===== config.mk =====
export PLATFORM = sky130hd
export DESIGN_NAME = spi_regfile_periph
export DESIGN_NICKNAME = d
export VERILOG_FILES = /design/src/rtl/spi_periph_pkg.sv /design/src/rtl/spi_pin_sync.sv /design/src/rtl/spi_regfile_periph.sv
export SDC_FILE = /design/constraint.sdc
export NUM_CORES = 1
export LEC_CHECK = 0
export BUFFER_PORTS_ARGS = -buffer_cell sky130_fd_sc_hd__buf_2
export CORE_ASPECT_RATIO = 0.75
export CORE_MARGIN = 5
export CORE_UTILIZATION = 40
export DETAILED_ROUTE_END_ITERATION = 12
export GPL_TIMING_DRIVEN = 0
export HOLD_SLACK_MARGIN = 0.08
export PLACE_DENSITY = 0.66
export SLEW_MARGIN = 20
export SYNTH_ARGS = -nofsm -noshare
export SYNTH_HDL_FRONTEND = slang
export SYNTH_SLANG_ARGS = --single-unit

===== constraint.sdc =====
create_clock -name clk -period 2.8 [get_ports clk]
set_input_delay 0.14 -clock clk [delete_from_list [all_inputs] [get_ports clk]]
set_output_delay 0.14 -clock clk [all_outputs]
set_load 0.05 [all_outputs]

===== src/rtl/spi_periph_pkg.sv =====
// spi_periph_pkg
//   Shared definitions for the SPI register-file peripheral:
//   - state_t    : frame FSM states (IDLE, ADDR, DATA, COMMIT)
//   - RW_WRITE / RW_READ : values of the leading R/W bit of a frame
//   - frame_bits : total bits in one frame (R/W + address + data)
package spi_periph_pkg;

  typedef enum logic [1:0] {
    IDLE,
    ADDR,
    DATA,
    COMMIT
  } state_t;

  localparam logic RW_WRITE = 1'b1;
  localparam logic RW_READ  = 1'b0;

  function automatic int frame_bits(input int addr_w, input int data_w);
    return 1 + addr_w + data_w;
  endfunction

endpackage


===== src/rtl/spi_pin_sync.sv =====
// spi_pin_sync
//   Brings one asynchronous pin into the clk domain through a 2-FF
//   synchroniser and derives single-cycle edge pulses from the
//   synchronised level.
//   Parameters:
//     RST_VAL : value loaded into every stage while rst is high
//   Ports:
//     clk   in  : system clock
//     rst   in  : synchronous, active-high reset
//     pin   in  : asynchronous pin
//     level out : synchronised level
//     rise  out : one-cycle pulse on a synchronised 0->1 transition
//     fall  out : one-cycle pulse on a synchronised 1->0 transition
module spi_pin_sync #(
  parameter logic RST_VAL = 1'b0
) (
  input  logic clk,
  input  logic rst,
  input  logic pin,
  output logic level,
  output logic rise,
  output logic fall
);

  logic meta_q;
  logic sync_q;
  logic prev_q;

  always_ff @(posedge clk) begin
    if (rst) begin
      meta_q <= RST_VAL;
      sync_q <= RST_VAL;
      prev_q <= RST_VAL;
    end else begin
      meta_q <= pin;
      sync_q <= meta_q;
      prev_q <= sync_q;
    end
  end

  assign level = sync_q;
  assign rise  = sync_q & ~prev_q;
  assign fall  = ~sync_q & prev_q;

endmodule


===== src/rtl/spi_regfile_periph.sv =====
// spi_regfile_periph
//   SPI mode-0 peripheral with an internal register file. Frames are
//   MSB first: R/W bit (1 = write), ADDR_W address bits, DATA_W data bits.
//   All SPI pins are oversampled in the clk domain.
//   Optional feature macro: SPI_PERIPH_READBACK_EN
//     defined   : read frames shift regs[addr] out on cipo
//     undefined : cipo tied to 0, read frames are discarded
//   Parameters: NUM_REGS, DATA_W, ADDR_W
//   Ports:
//     clk       in  : system clock
//     rst       in  : synchronous, active-high reset
//     cs_n      in  : chip select, active low (async)
//     sclk      in  : SPI clock (async)
//     copi      in  : controller-out data (async)
//     cipo      out : peripheral-out data, registered
//     regs      out : flattened register file, reg i at [i*DATA_W +: DATA_W]
//     wr_strobe out : one-cycle pulse when a write commits
//     wr_addr   out : address of the last committed write
module spi_regfile_periph
  import spi_periph_pkg::*;
#(
  parameter int NUM_REGS = 5,
  parameter int DATA_W   = 8,
  parameter int ADDR_W   = 7
) (
  input  logic                       clk,
  input  logic                       rst,
  input  logic                       cs_n,
  input  logic                       sclk,
  input  logic                       copi,
  output logic                       cipo,
  output logic [NUM_REGS*DATA_W-1:0] regs,
  output logic                       wr_strobe,
  output logic [ADDR_W-1:0]          wr_addr
);

  localparam int FRAME_BITS = frame_bits(ADDR_W, DATA_W);
  localparam int CMD_BITS   = 1 + ADDR_W;
  localparam int CNT_W      = $clog2(FRAME_BITS + 1);

  localparam logic [CNT_W-1:0]  CNT_FRAME    = CNT_W'(FRAME_BITS);
  localparam logic [CNT_W-1:0]  CNT_LAST_CMD = CNT_W'(CMD_BITS - 1);
  localparam logic [ADDR_W:0]   NUM_REGS_EXT = (ADDR_W + 1)'(NUM_REGS);

  // Pin synchronisers. cs_n resets to "selected" so that a cs_n already
  // low at reset release produces no falling edge, and a cs_n that is
  // high only produces a rising edge, which IDLE ignores.
  logic cs_rise, cs_fall, cs_level_unused;
  logic sclk_rise, sclk_fall, sclk_level_unused;
  logic copi_lvl, copi_rise_unused, copi_fall_unused;

  spi_pin_sync #(.RST_VAL(1'b0)) u_sync_cs (
    .clk   (clk),
    .rst   (rst),
    .pin   (cs_n),
    .level (cs_level_unused),
    .rise  (cs_rise),
    .fall  (cs_fall)
  );

  spi_pin_sync #(.RST_VAL(1'b0)) u_sync_sclk (
    .clk   (clk),
    .rst   (rst),
    .pin   (sclk),
    .level (sclk_level_unused),
    .rise  (sclk_rise),
    .fall  (sclk_fall)
  );

  spi_pin_sync #(.RST_VAL(1'b0)) u_sync_copi (
    .clk   (clk),
    .rst   (rst),
    .pin   (copi),
    .level (copi_lvl),
    .rise  (copi_rise_unused),
    .fall  (copi_fall_unused)
  );

  state_t                 state_q, state_d;
  logic [CNT_W-1:0]       bit_cnt_q;
  logic [CMD_BITS-1:0]    cmd_sr_q;
  logic [CMD_BITS-1:0]    cmd_next;
  logic [DATA_W-1:0]      data_sr_q;
  logic                   ovf_q;
  logic [DATA_W-1:0]      reg_q [NUM_REGS];
  logic                   wr_strobe_q;
  logic [ADDR_W-1:0]      wr_addr_q;

  logic                   rw_q;
  logic [ADDR_W-1:0]      addr_q;
  logic                   addr_ok;

  logic frame_start, cmd_shift, data_shift, cnt_inc, ovf_set;
  logic load_sout, out_shift, commit;

  assign cmd_next = {cmd_sr_q[CMD_BITS-2:0], copi_lvl};
  assign rw_q     = cmd_sr_q[CMD_BITS-1];
  assign addr_q   = cmd_sr_q[ADDR_W-1:0];
  assign addr_ok  = ({1'b0, addr_q} < NUM_REGS_EXT);

  always_ff @(posedge clk) begin
    if (rst) state_q <= IDLE;
    else     state_q <= state_d;
  end

  // A cs_n edge takes priority over any sclk edge seen in the same cycle.
  // The write commits on the same edge that enters COMMIT so that regs
  // and wr_strobe follow the cs_n rise with the two-cycle sync latency.
  always_comb begin
    state_d     = state_q;
    frame_start = 1'b0;
    cmd_shift   = 1'b0;
    data_shift  = 1'b0;
    cnt_inc     = 1'b0;
    ovf_set     = 1'b0;
    load_sout   = 1'b0;
    out_shift   = 1'b0;
    commit      = 1'b0;
    unique case (state_q)
      IDLE: begin
        if (cs_fall) begin
          state_d     = ADDR;
          frame_start = 1'b1;
        end
      end
      ADDR: begin
        if (cs_rise) begin
          state_d = COMMIT;
        end else if (sclk_rise) begin
          cmd_shift = 1'b1;
          cnt_inc   = 1'b1;
          if (bit_cnt_q == CNT_LAST_CMD) begin
            state_d   = DATA;
            load_sout = (cmd_next[CMD_BITS-1] == RW_READ);
          end
        end
      end
      DATA: begin
        if (cs_rise) begin
          state_d = COMMIT;
          commit  = (rw_q == RW_WRITE) && (bit_cnt_q == CNT_FRAME) &&
                    addr_ok && !ovf_q;
        end else begin
          if (sclk_rise) begin
            if (bit_cnt_q == CNT_FRAME) begin
              ovf_set = 1'b1;
            end else begin
              cnt_inc    = 1'b1;
              data_shift = (rw_q == RW_WRITE);
            end
          end
          if (sclk_fall && (rw_q == RW_READ)) out_shift = 1'b1;
        end
      end
      COMMIT: begin
        state_d = IDLE;
      end
    endcase
  end

  always_ff @(posedge clk) begin
    if (rst) begin
      bit_cnt_q   <= '0;
      cmd_sr_q    <= '0;
      data_sr_q   <= '0;
      ovf_q       <= 1'b0;
      wr_strobe_q <= 1'b0;
      wr_addr_q   <= '0;
      for (int i = 0; i < NUM_REGS; i++) reg_q[i] <= '0;
    end else begin
      wr_strobe_q <= commit;
      if (frame_start) begin
        bit_cnt_q <= '0;
        cmd_sr_q  <= '0;
        data_sr_q <= '0;
        ovf_q     <= 1'b0;
      end
      if (cnt_inc)    bit_cnt_q <= bit_cnt_q + 1'b1;
      if (cmd_shift)  cmd_sr_q  <= cmd_next;
      if (data_shift) data_sr_q <= {data_sr_q[DATA_W-2:0], copi_lvl};
      if (ovf_set)    ovf_q     <= 1'b1;
      if (commit) begin
        wr_addr_q <= addr_q;
        for (int i = 0; i < NUM_REGS; i++) begin
          if (addr_q == ADDR_W'(i)) reg_q[i] <= data_sr_q;
        end
      end
    end
  end

  for (genvar g = 0; g < NUM_REGS; g++) begin : g_regs_out
    assign regs[g*DATA_W +: DATA_W] = reg_q[g];
  end

  assign wr_strobe = wr_strobe_q;
  assign wr_addr   = wr_addr_q;

`ifdef SPI_PERIPH_READBACK_EN
  logic [DATA_W-1:0] rd_word;
  logic [DATA_W-1:0] sout_q;
  logic              cipo_q;

  // Out-of-range addresses fall through to zero.
  always_comb begin
    rd_word = '0;
    for (int i = 0; i < NUM_REGS; i++) begin
      if (cmd_next[ADDR_W-1:0] == ADDR_W'(i)) rd_word = reg_q[i];
    end
  end

  always_ff @(posedge clk) begin
    if (rst) begin
      sout_q <= '0;
      cipo_q <= 1'b0;
    end else begin
      if (load_sout)      sout_q <= rd_word;
      else if (out_shift) sout_q <= sout_q << 1;
      if (out_shift)           cipo_q <= sout_q[DATA_W-1];
      else if (state_d != DATA) cipo_q <= 1'b0;
    end
  end

  assign cipo = cipo_q;
`else
  logic readback_unused;
  assign readback_unused = load_sout ^ out_shift;
  assign cipo = 1'b0;
`endif

endmodule


==> results.md <==
* First-pass GRT wire length at ~10000 µm
* CTS Buf Count at 9
* # rows at 27
* Synth Warn # at 0
* Peak Freq at approximately 430 MHz
* Initial antenna violation count at 0
* Largest family of logic cells by synthesized area: simple AND/OR/NAND/NOR gates
* Slowest cell delay on critical path at 0.40 ns
* Die Width at 111.8 µm
* Die H at 86.36 µm
* Final slew viol count at 0
* CTS tree: yes
* All-Layer GR Usage at 0.1328
* Crit path capture type: register
* Status: completed
* Sequential share of the synthesized area at 0.6439
* Clock Pin Slew Worst Setup and Hold Paths at 0.08 ns
* Crit path max-delay cell type: a31o_1
* Crit path arrival time at 2.36 ns
* Fin. Hold Viols at 0
* Clock Tree Root: clkbuf_8
* Power Density at 617.9 mW/mm²
* Skew final at a little over 0.007 ns
* Sum Neg Setup Slack at 0 ns
* Crit Path Category: register to register
* Avg Cell Area, Syn at 12.64 µm²
* Most used routing layer: met2
* Compound-Gate Fraction of Synth Area at 0.09738
* Met1 usage at 0.1835
* Antenna Cells at 0
* Setup bufs post-CTS at 0
* Total grt overflow at 0
* Crit-path cells: inv_1 -> ha_1 -> and3b_2 -> and4_4 -> and3b_1 -> buf_6 -> buf_8 -> a31o_1
* Fin crit share at 0.8400
* Crit-path max FO at 10
* Routability cong. at 0.7846
* Crit path launch: state_q[0]
* Worst hold path class: input pin to register
* Count of cells resized by post-cts repair at 0
* Final WL at 6104 µm
* Nets at 322
* Peak supply drop at 0.3361 mV
* Die area at 0.009655 mm²
* Min Tclk post-route at 2.352 ns
* Flops & latches, synth at 80
* Netlist cell types at 54
* Gate Count Post-Synth at 246
* Commonest cells after routing, fill and taps aside: buf_2 (56), dfxtp_1 (40), edfxtp_1 (40)
* # clock sinks at 80
* DR DRC count at 0
* Endpoints failing setup at 0
* Mux share of post-synthesis cell area at 0.03260
* Initial DRT Pass Iterations at 4
* XOR/XNOR Fraction of Synth Area at 0.005634
* Clk buf depth at 2
* Core region area at 0.007466 mm²
* Commonest non-fill, non-tap cell in the layout: buf_2
* Final ANT Viol Nets at 0
* DPL Wire Length at between 4000 and 5000 µm
* Largest net degree at the start of global routing at 17
* Total of max-cap violations at 0
* Hold wc startpoint: rst
* Reg2reg start: state_q[0]
* CP required at 2.81 ns
* Met2 usage at 0.1942
* Met3 usage at 0.05722
* Initial Util at 0.4165
* Synthesized Nets at 256
* CTS Hold Bufs at 3
* Layout fillers at slightly below 700
* Via density at approximately 5
* H-tree Lvls at 3
* Synth Area in Adders at 0.02334
* Vias in the first global route at 1972
* RSZ-0062 raised after global routing: false
* Vias post-DR at 2030
* Avg WL per Cell at ~15 µm
* WHS at 0.2769 ns
* Post-synth EDFFs at 40
* Simple-gate area share of the yosys netlist at 0.1569
* Worst skew pair latency at 0.35 ns
* Share of layout cells above drive strength 1 at 0.2997
* Element type at the critical path start: register
* Port Buffers at 52
* Post-synth ARST share at 0
* LEAKAGE at between 1.5 and 2 nW
* I/O Pins at 54
* Initial drt markers at 142
* Synth Cell Area at 0.003109 mm²
* Main synth FF type: edfxtp_1
* Synth-to-Final Area Change at 19.32%
-- synth_stat cells (8+ instances only) --
library cell,count,area [µm²]
inv_1,10,37.54
and2_2,8,60.06
nand3_1,12,60.06
nor2b_1,10,62.56
and2_1,9,56.30
edfxtp_1,40,1201
o211ai_1,8,60.06
dfxtp_1,40,800.8
a21oi_1,14,70.07
mux2i_1,9,90.09
nor2_1,11,41.29
-- layout make-up --
class | count | area, µm² | area share
buffer | 14 | 80.08 | 0.02159
clock inverter | 7 | 60.06 | 0.01619
tap | 101 | 126.4 | 0.03406
timing repair buffer | 55 | 290.3 | 0.07825
inverter | 11 | 41.29 | 0.01113
multi-input combinational | 141 | 985.9 | 0.2658
sequential | 80 | 2002 | 0.5396
clock buffer | 9 | 123.9 | 0.03339
-- layer usage --
metal / vias to the layer above / routed length (µm)
li1: 1019 / -
met1: 940 / 3068
met2: 68 / 2552
met3: 3 / 449
met4: 0 / 34
met5: - / 0
-- sequential cells by signal, summed over array words and instances, names as in the netlist --
signal              cells
wr_addr                 7
u_sync_sclk.prev_q      1
u_sync_copi.meta_q      1
state_q                 2
u_sync_cs.prev_q        1
ovf_q                   1
u_sync_sclk.meta_q      1
reg_q                  40
wr_strobe               1
bit_cnt_q               5
data_sr_q               8
cmd_sr_q                8
u_sync_sclk.level       1
u_sync_copi.level       1
u_sync_cs.meta_q        1
u_sync_cs.level         1
-- worst paths after layout --
check | end | slack [ns] | cells after the start
max reg2reg | reg_q[0][24] | 0.45 | 8
min reg2reg | u_sync_cs.level | 0.44 | 1
min | state_q[1] | 0.28 | 3
max | reg_q[0][24] | 0.45 | 8
-- critical path: cells and delay by family (launching register included) --
kind | cells | cell delay [ns]
buf+inv | 3 | 0.34
simple gates | 3 | 0.64
flops | 1 | 0.34
compound gates | 1 | 0.40
fa+ha+maj | 1 | 0.27
-- logic make-up (layout without fill, tap and decap cells) --
logic type / count (synthesis) / in the layout
AO/OA/AOI/OAI: 43 / 43
XOR/XNOR: 2 / 2
adder cells (fa/ha/maj): 6 / 6
buffers and inverters: 25 / 96
flip-flops: 80 / 80
multiplexers: 10 / 10
other: 1 / 1
AND/OR/NAND/NOR: 79 / 79
-- report_power, final --
| group | leakage [nW] | switching, mW | total, mW | internal, mW |
|---|---|---|---|---|
| logic | 0.677 | 0.176 | 0.250 | 0.0738 |
| registers | 0.737 | 0.0134 | 1.27 | 1.25 |
| clock network | 0.0912 | 0.437 | 0.774 | 0.337 |
-- metrics by stage --
step | total power, mW | setup slack (ns) | instances | area [µm²] | util
after floorplan | 1.481 | 0.7670 | 246 | 3109 | -
after global placement | 1.535 | 0.4931 | 399 | 3496 | 0.4682
after detailed placement | 1.539 | 0.4870 | 399 | 3496 | 0.4682
after CTS | 2.324 | 0.4517 | 418 | 3710 | 0.4969
after global routing | 2.400 | 0.3338 | 418 | 3710 | 0.4969
final | 2.292 | 0.4481 | 418 | 3710 | 0.4969
Note: power is estimated with default switching activity, not from simulation.
